`config.mk`:
```
export PLATFORM = sky130hd
export DESIGN_NAME = shift_sequencer
export DESIGN_NICKNAME = d
export VERILOG_FILES = /design/src/rtl/shift_sequencer.sv
export SDC_FILE = /design/constraint.sdc
export NUM_CORES = 1
export LEC_CHECK = 0
export CAP_MARGIN = 5
export CORE_UTILIZATION = 32
export CTS_BUF_LIST = sky130_fd_sc_hd__clkbuf_8 sky130_fd_sc_hd__clkbuf_16
export CTS_CLUSTER_SIZE = 20
export DETAILED_ROUTE_END_ITERATION = 10
export SYNTH_ARGS = -nofsm -noshare
export SYNTH_HDL_FRONTEND = slang
export SYNTH_SLANG_ARGS = --single-unit
```
`constraint.sdc`:
```
create_clock -name clk -period 3.3 [get_ports clk]
set_clock_uncertainty 0.05 [all_clocks]
set_input_delay 0.99 -clock clk [delete_from_list [all_inputs] [get_ports clk]]
set_output_delay 0.99 -clock clk [all_outputs]
set_load 0.05 [all_outputs]
```
`src/rtl/shift_sequencer.sv`:
```
// Multi-cycle shift controller: one request at a time, shifted by up to STEP bits per RUN cycle.
// Define SHIFT_SEQUENCER_ROR_EN to make op 11 a rotate right; otherwise op 11 is a logical right shift.
module shift_sequencer #(
    parameter int DATA_W = 16,
    parameter int AMT_W  = 32,
    parameter int STEP   = 4
) (
    input  logic              clk,
    input  logic              rst,
    input  logic              in_valid,
    output logic              in_ready,
    input  logic [1:0]        in_op,
    input  logic [DATA_W-1:0] in_data,
    input  logic [AMT_W-1:0]  in_amt,
    output logic              out_valid,
    input  logic              out_ready,
    output logic [DATA_W-1:0] out_data,
    output logic              busy,
    output logic [1:0]        dbg_state
);

    // Handshakes: a transfer happens at a posedge where valid & ready are both high;
    // valid may not depend on ready, and out_valid/out_data hold until the transfer.

    localparam int LW = $clog2(DATA_W);
    localparam int EW = AMT_W + LW;
    localparam logic [LW-1:0] STEP_L = LW'(STEP);

    localparam logic [1:0] OP_SHL = 2'b00;
    localparam logic [1:0] OP_SHR = 2'b01;
    localparam logic [1:0] OP_SRA = 2'b10;
    localparam logic [1:0] OP_ROR = 2'b11;

    typedef enum logic [1:0] {
        IDLE = 2'd0,
        RUN  = 2'd1,
        DONE = 2'd2
    } state_t;

    state_t            state, state_nxt;
    logic [1:0]        op_q, op_nxt, op_in;
    logic [DATA_W-1:0] data_q, data_nxt, load_data, shifted;
    logic [LW-1:0]     rem_q, rem_nxt, eff, step_amt;
    logic [EW-1:0]     amt_ext;
    logic              overshift;

    // Zero-extending by LW bits keeps the >= DATA_W test exact for any AMT_W.
    assign amt_ext   = EW'(in_amt);
    assign overshift = |amt_ext[EW-1:LW];

`ifdef SHIFT_SEQUENCER_ROR_EN
    assign op_in = in_op;
`else
    assign op_in = (in_op == OP_ROR) ? OP_SHR : in_op;
`endif

    always_comb begin
        eff       = amt_ext[LW-1:0];
        load_data = in_data;
        if (op_in != OP_ROR && overshift) begin
            eff       = '0;
            load_data = (op_in == OP_SRA) ? {DATA_W{in_data[DATA_W-1]}} : '0;
        end
    end

    assign step_amt = (rem_q > STEP_L) ? STEP_L : rem_q;

`ifdef SHIFT_SEQUENCER_ROR_EN
    logic [2*DATA_W-1:0] rot;
    assign rot = {data_q, data_q} >> step_amt;
`endif

    always_comb begin
        shifted = data_q >> step_amt;
        case (op_q)
            OP_SHL: shifted = data_q << step_amt;
            OP_SRA: shifted = $signed(data_q) >>> step_amt;
`ifdef SHIFT_SEQUENCER_ROR_EN
            OP_ROR: shifted = rot[DATA_W-1:0];
`endif
            default: shifted = data_q >> step_amt;
        endcase
    end

    always_comb begin
        state_nxt = state;
        op_nxt    = op_q;
        data_nxt  = data_q;
        rem_nxt   = rem_q;
        case (state)
            IDLE: begin
                if (in_valid) begin
                    op_nxt    = op_in;
                    data_nxt  = load_data;
                    rem_nxt   = eff;
                    state_nxt = (eff == '0) ? DONE : RUN;
                end
            end
            RUN: begin
                data_nxt = shifted;
                rem_nxt  = rem_q - step_amt;
                if (rem_q <= STEP_L) state_nxt = DONE;
            end
            DONE: begin
                if (out_ready) state_nxt = IDLE;
            end
            default: state_nxt = IDLE;
        endcase
    end

    always_ff @(posedge clk) begin
        if (rst) begin
            state  <= IDLE;
            op_q   <= OP_SHL;
            data_q <= '0;
            rem_q  <= '0;
        end else begin
            state  <= state_nxt;
            op_q   <= op_nxt;
            data_q <= data_nxt;
            rem_q  <= rem_nxt;
        end
    end

    assign in_ready  = (state == IDLE) && !rst;
    assign out_valid = (state == DONE);
    assign out_data  = data_q;
    assign busy      = (state != IDLE);
    assign dbg_state = state;

endmodule

```
==> metrics.md, run 1 <==
| Metric | Value |
|---|---|
| Status | finished, final reports clean |
| Grt ovf | 0 |
| # port buffers | 74 |
| Detail Route Antenna Nets | 0 |
| Core Rows | 31 |
| FF/Latch Area | 482 µm² |
| Commonest cells in the synthesized netlist | nand2_1 (33), nor2_1 (31), dfxtp_1 (24), mux4_2 (21), clkbuf_1 (19) |
| PnR worst setup slack | between 300 and 400 ps |
| Largest net degree at the start of global routing | 32 |
| Worst-path clk slew | 90 ps |
| Worst-skew pair later-pin latency | 280 ps |
| Worst EP required | 3430 ps |
| Util after Layout | 0.456 |
| Critical-path maximum fanout | 12 |
| Initial DRT Pass Iterations | 5 |
| Die Ht | just under 90 µm |
| Via density | 6.12 |
| Worst IR drop on VDD | 0.000151 V |
| Nets@finish | 401 |
| Final instance area | 0.00334 mm² |
| IO Pins | 75 |
| GP Congestion | 0.808 |
| Syn Area/Cell | approximately 8.5 µm² |
| Initial antenna violation count | 0 |
| Syn nets | 343 |
| Number of synthesized register bits | 24 |
| Top_reg_cell synth | dfxtp_1 |
| DP Area | between 0.003 and 0.004 mm² |
| Synth Area in XOR/XNOR | 0 |
| Area growth syn-to-layout | 36.5% |
| Total track usage | 0.219 |
| Hold-fix buffers at CTS | 0 |
| Share of cells above drive strength 1 | 0.162 |
| N_diodes | 0 |
| Compound-cell area share of the yosys netlist | 0.257 |
| First-pass GRT wire length | 13400 µm |
| Register area share after synthesis | 0.196 |
| Max-Cap Viols | 0 |
| Vias in the first global route | roughly 2600 |
| Main combinational cell family by area after synthesis | compound AO/OA/AOI/OAI gates |
| Tot Pwr | around 0.80 mW |
| Hold Slack | 507 ps |
| Post-Synthesis Cells | 289 |
| Leakage | 1.14 nW |
| DP Cell Count | 441 |
| Top cell type's share of synthesized area | 0.196 |
| CTS tree | built |
| Top cells by area, synth | dfxtp_1 (20%), mux4_2 (19%), nand2_1 (5.1%) |
| Final Critical Period | 2930 ps |
| Core Region | around 0.0073 mm² |
| Cell variety after synth | 54 |
| Setup TNS | 0 ps |
| Slew Limit Fails | 0 |
| Wire per inst | 18.2 µm |
| DR iter-0 viols | 226 |
| Data arrival time of the critical path | ~3100 ps |
| Vias post-DR | 2723 |
| Largest area contributor in the netlist | dfxtp_1 |
| Post_cts resized | 0 |
| Least-Margin Pin Slew | 840 ps |
| CTS H-tree depth | 1 |
| DIE AREA | 0.00800 mm² |
| Unrepaired setup endpoints after global routing | false |
| Post-route insts no fill | 445 |
| Period utilisation layout | 0.888 |
| Critical Path End Type | flip-flop |
| Routed WL | 8110 µm |
| Clk sink count | 24 |
| Max Root-Sink Buffers | 2 |
| Synthesized cell area | 0.00245 mm² |
| Post-DP HPWL | roughly 6000 µm |
| Crit path kind | primary input to flip-flop |
| Number of fill cells | 728 |
| Multiplexer area fraction after synthesis | 0.244 |
| Initial Util | 0.334 |
| Simple-gate portion of the synthesized area | 0.230 |
| Hold Fails Final Rpt | 0 |
| Relative slew slack | 0.439 |
| Count leader, synth | nand2_1 |
| Num CTS Buffers | 3 |
| Startpoint Class | primary input |
| Hold Path Class | flip-flop to flip-flop |
| Post-synth EDFFs | 0 |
| Adder-cell share of the synthesized area | 0 |
| F_max | 0.341 GHz |
| Syn. warnings | 0 |
| Post-route DRC | 0 |
| Power Dens Cells | between 200 and 250 mW/mm² |
| Final setup fails | 0 |
| Multi-input logic area | 0.00179 mm² |
| Post-CTS setup buffers | 0 |
| Die Wd | 89.5 µm |
| Pre-CTS setup slack | 97.7 ps |
| CTS Root Cell | clkbuf_8 |
| Async SR Flop Fraction | 0 |
worst max-delay path, cell delays in order:
cell and delay, ps:
clkdlybuf4s50_1 400, or4_1 570, nor2_4 130, a31oi_2 310, a211o_1 400, a32o_1 260
power breakdown:
part / leakage (nW) / switching, mW / internal, mW
logic: 0.911 / 0.131 / 0.133
registers: 0.196 / 0.0261 / 0.300
clock network: 0.0288 / 0.104 / 0.107
total: 1.14 / 0.262 / 0.540
final cells by class:
cell class,count,share of cell area
multi-input cells,227,0.535
repair buffers,88,0.264
well taps,99,0.0371
flip-flops and latches,24,0.144
inverters,3,0.00337
clock buffers,4,0.0165
worst paths after layout:
kind | from | endpoint | slack, ps | cells past startpoint
max | in_amt[10] | out_data[8] | 370 | 6
min | op_q[1] | out_data[14] | 510 | 2
max reg2reg | rem_q[0] | out_data[13] | 990 | 5
min reg2reg | op_q[1] | out_data[14] | 510 | 2
registers in the layout, indices dropped and copies added, names as in the netlist:
| register | flops |
|---|---|
| rem_q | 4 |
| dbg_state | 2 |
| out_data | 16 |
| op_q | 2 |
layer usage:
layer  vias up  track usage  part of all wire
met3        27       0.0397             0.084
li1       1249            -                 -
met4         0       0.0592             0.026
met2       163        0.343              0.46
met5         -            0                 0
met1      1284        0.309              0.43
kinds of logic (layout without fill, tap and decap cells):
group | count (synthesis) | in the layout
flops | 24 | 24
compound gates | 81 | 81
mux | 33 | 33
simple gates | 113 | 113
buf+inv | 38 | 95
layout by cell type, fill, tap and decap left out, types with 3 or more instances in the layout:
master,instances
buf_12,3
inv_1,3
nor2b_1,4
o31ai_1,5
o21ai_0,6
dfxtp_1,23
nor3_1,3
nand4_1,6
mux2i_1,9
o211ai_1,3
nor4_1,5
clkdlybuf4s50_1,73
nand2b_1,5
a31oi_1,6
clkbuf_8,4
mux2_2,3
a211oi_1,10
or4_1,3
buf_4,12
a211o_1,5
nor2_1,31
a21oi_1,10
o21bai_1,3
mux4_2,21
a32o_1,5
nand2_1,33
a32oi_1,3
o2111ai_1,6
nand3_1,9
or2_2,3
No activity file was read; power rests on OpenSTA's default activity.
==> inputs of run 2 (changes only) <==
--- a/config.mk
+++ b/config.mk
@@ -10,6 +10,7 @@
 export CTS_BUF_LIST = sky130_fd_sc_hd__clkbuf_8 sky130_fd_sc_hd__clkbuf_16
 export CTS_CLUSTER_SIZE = 20
 export DETAILED_ROUTE_END_ITERATION = 10
+export SLEW_MARGIN = 30
 export SYNTH_ARGS = -nofsm -noshare
 export SYNTH_HDL_FRONTEND = slang
 export SYNTH_SLANG_ARGS = --single-unit
==> results of run 2 <==
No change in the layout: final DEF, timing and power equal those of run 1.
==> inputs of run 3 (changes only) <==
--- a/config.mk
+++ b/config.mk
@@ -10,6 +10,9 @@
 export CTS_BUF_LIST = sky130_fd_sc_hd__clkbuf_8 sky130_fd_sc_hd__clkbuf_16
 export CTS_CLUSTER_SIZE = 20
 export DETAILED_ROUTE_END_ITERATION = 10
+export DONT_BUFFER_PORTS = 1
+export PLACE_DENSITY = 0.57
+export SKIP_LAST_GASP = 1
 export SLEW_MARGIN = 30
 export SYNTH_ARGS = -nofsm -noshare
 export SYNTH_HDL_FRONTEND = slang
==> run 3 against run 2 <==
  * Register-to-register slack barely moved
  * Setup slack gained 140 ps
  * Sequential cell count stayed put
  * Non-clock buffer count decreased by 72
  * Largest power group unchanged
  * Highest routed layer unchanged
==> metrics.md, run 3 (same netlist as run 1, synthesis figures left out) <==
| Metric | Value |
|---|---|
| Status | finished, final reports clean |
| Final setup fails | 0 (unchanged) |
| Largest net degree at the start of global routing | 32 (unchanged) |
| Grt ovf | 0 (unchanged) |
| Number of fill cells | 763 (+4.8%) |
| Worst-path clk slew | 110 ps (+20 ps) |
| Most common cell after layout, fill and taps aside | nand2_1 |
| Critical Path End Type | output pin |
| Setup TNS | 0 ps (unchanged) |
| CTS H-tree depth | 1 (unchanged) |
| Max Root-Sink Buffers | 2 (unchanged) |
| Startpoint Class | flip-flop |
| Num CTS Buffers | 3 (unchanged) |
| Relative slew slack | 0.437 (-0.00126) |
| CTS Root Cell | clkbuf_8 |
| Die Wd | 89.5 µm (unchanged) |
| Reg2reg end | out_data[6] |
| Worst EP required | 2260 ps (-1170 ps) |
| IO Pins | 75 (unchanged) |
| Post_cts resized | 0 (unchanged) |
| Least-Margin Pin Slew | 843 ps (+2.47 ps) |
| Critical-path maximum fanout | 8 (-4) |
| Core Rows | 31 (unchanged) |
| Total track usage | 0.201 (-0.0178) |
| Sw frac | 0.336 (+0.00921) |
| Initial antenna violation count | 0 (unchanged) |
| Final Critical Period | 2790 ps (-143 ps) |
| F_max | 0.359 GHz (+5.1%) |
| GP Congestion | 0.805 (-0.38%) |
| Post-CTS setup buffers | 0 (unchanged) |
| Clock power frac | 0.363 (+0.100) |
| Vias post-DR | 2397 (-12%) |
| Share of cells above drive strength 1 | 0.208 (+0.0462) |
| Hold Path Class | flip-flop to flip-flop |
| Nets@finish | 329 (-18%) |
| Hold-fix buffers at CTS | 0 (unchanged) |
| Worst-skew pair later-pin latency | 290 ps (about the same) |
| Combinational Power Share | 0.187 (-0.143) |
| Worst IR drop on VDD | 0.000139 V (-8.2%) |
| Post-route DRC | 0 (unchanged) |
| Reg2Reg Setup Slack | 1000 ps (about the same) |
| Hold Fails Final Rpt | 0 (unchanged) |
| RR Startpoint | rem_q[0] |
| Detail Route Antenna Nets | 0 (unchanged) |
| Die Ht | 89.5 µm (unchanged) |
| DR iter-0 viols | 263 (+16%) |
| Leakage | 0.863 nW (-24%) |
| DIE AREA | 0.00800 mm² (unchanged) |
| Power Dens Cells | 303 mW/mm² (+26%) |
| Max-Cap Viols | 0 (unchanged) |
| Initial Util | 0.334 (unchanged) |
| Core Region | 0.00733 mm² (unchanged) |
| Via density | 6.43 (+5.0%) |
| Most frequent cells in the layout | nand2_1 (33), nor2_1 (31), dfxtp_1 (23), mux4_2 (21), buf_4 (16) |
| R2R cell count | 4 (-1) |
| Crit path kind | flip-flop to output pin |
| Period utilisation layout | 0.845 (-0.0433) |
| Wire per inst | 21.1 µm (+16%) |
| Worst Hold Depth | 2 (unchanged) |
| Initial DRT Pass Iterations | 5 (unchanged) |
| Clk sink count | 24 (unchanged) |
| Internal Power | 0.525 mW (-2.8%) |
| Max FFs per register | 16 (unchanged) |
| DP Cell Count | 369 (-16%) |
| Data arrival time of the critical path | 1750 ps (-1310 ps) |
| First-pass GRT wire length | 12100 µm (-9.4%) |
| End point of the critical path | in_ready |
| Power share of the sequential group | 0.449 (+0.042) |
| # port buffers | 0 (-100%) |
| Area growth syn-to-layout | 6.39% |
| Unrepaired setup endpoints after global routing | false |
| Post-route insts no fill | 373 (-16%) |
| N_diodes | 0 (unchanged) |
| Vias in the first global route | 2172 (-16%) |
| P_sw | 0.265 mW (+1.4%) |
| Routed WL | 7860 µm (-3.2%) |
| CTS tree | built |
| Worst Setup SP | dbg_state[1] |
| Post-DP HPWL | 5380 µm (-8.1%) |
| Slew Limit Fails | 0 (unchanged) |
## run 3: cell types whose count changed in the layout (fill, tap and decap cells not counted)
cell             previous run  this run
a31oi_2                     1         0
bufinv_16                   0         1
buf_12                      3         0
clkbuf_8                    4         3
a31oi_4                     0         1
buf_4                      12        16
clkdlybuf4s50_1            73         0
## run 3: worst max-delay path: stages, from the launching register on
cell and delay (ps):
dfxtp_1 760, nor2_1 180, inv_1 90, buf_4 200, nor2_1 60, buf_4 180
## run 3: worst min path at each step
stage | start | end | slack [ps]
3_3_place_gp | dbg_state[0] | dbg_state[1] | 480
6_report | op_q[1] | out_data[14] | 490
2_1_floorplan | op_q[1] | out_data[14] | 440
5_1_grt | op_q[1] | out_data[14] | 530
3_5_place_dp | op_q[1] | out_data[14] | 480
4_1_cts | op_q[1] | out_data[14] | 500
## run 3: cell type report
| class | instances | area [µm²] | share of cell area |
|---|---|---|---|
| Timing Repair Buffer | 16 | 120 | 0.0461 |
| Sequential cell | 24 | 482 | 0.185 |
| Multi-Input combinational cell | 227 | 1800 | 0.690 |
| Clock buffer | 3 | 41.3 | 0.0159 |
| Tap cell | 99 | 124 | 0.0476 |
| Inverter | 3 | 11.3 | 0.00432 |
| Clock inverter | 1 | 30.0 | 0.0115 |
## run 3: per-stage QoR
stage / hold WS (ps) / utilization / worst slack [ps] / area (µm²) / power, mW
final: 495 / 0.355 / 513 / 2600 / 0.790
after global routing: 529 / 0.355 / 400 / 2600 / 0.814
after CTS: 500 / 0.354 / 507 / 2590 / 0.789
after detailed placement: 485 / 0.344 / 423 / 2520 / 0.507
after global placement: 481 / 0.344 / 456 / 2520 / 0.505
after floorplan: 437 / - / 226 / 2450 / 0.469
## run 3: routing by layer
metal / track usage / wire length [µm] / up-vias / share of wire
met3: 0.0379 / 791 / 6 / 0.10
met5: 0 / 0 / - / 0
li1: - / - / 1100 / -
met4: 0.0303 / 47 / 0 / 0.0060
met1: 0.289 / 3350 / 1147 / 0.43
met2: 0.319 / 3670 / 144 / 0.47
## run 3: power groups by stage
stage	clock (mW)	sequential, mW	combinational (mW)
after global routing	0.298	0.358	0.159
after detailed placement	0	0.361	0.146
after floorplan	0	0.346	0.123
after CTS	0.288	0.354	0.146
after global placement	0	0.360	0.145
final	0.287	0.355	0.148
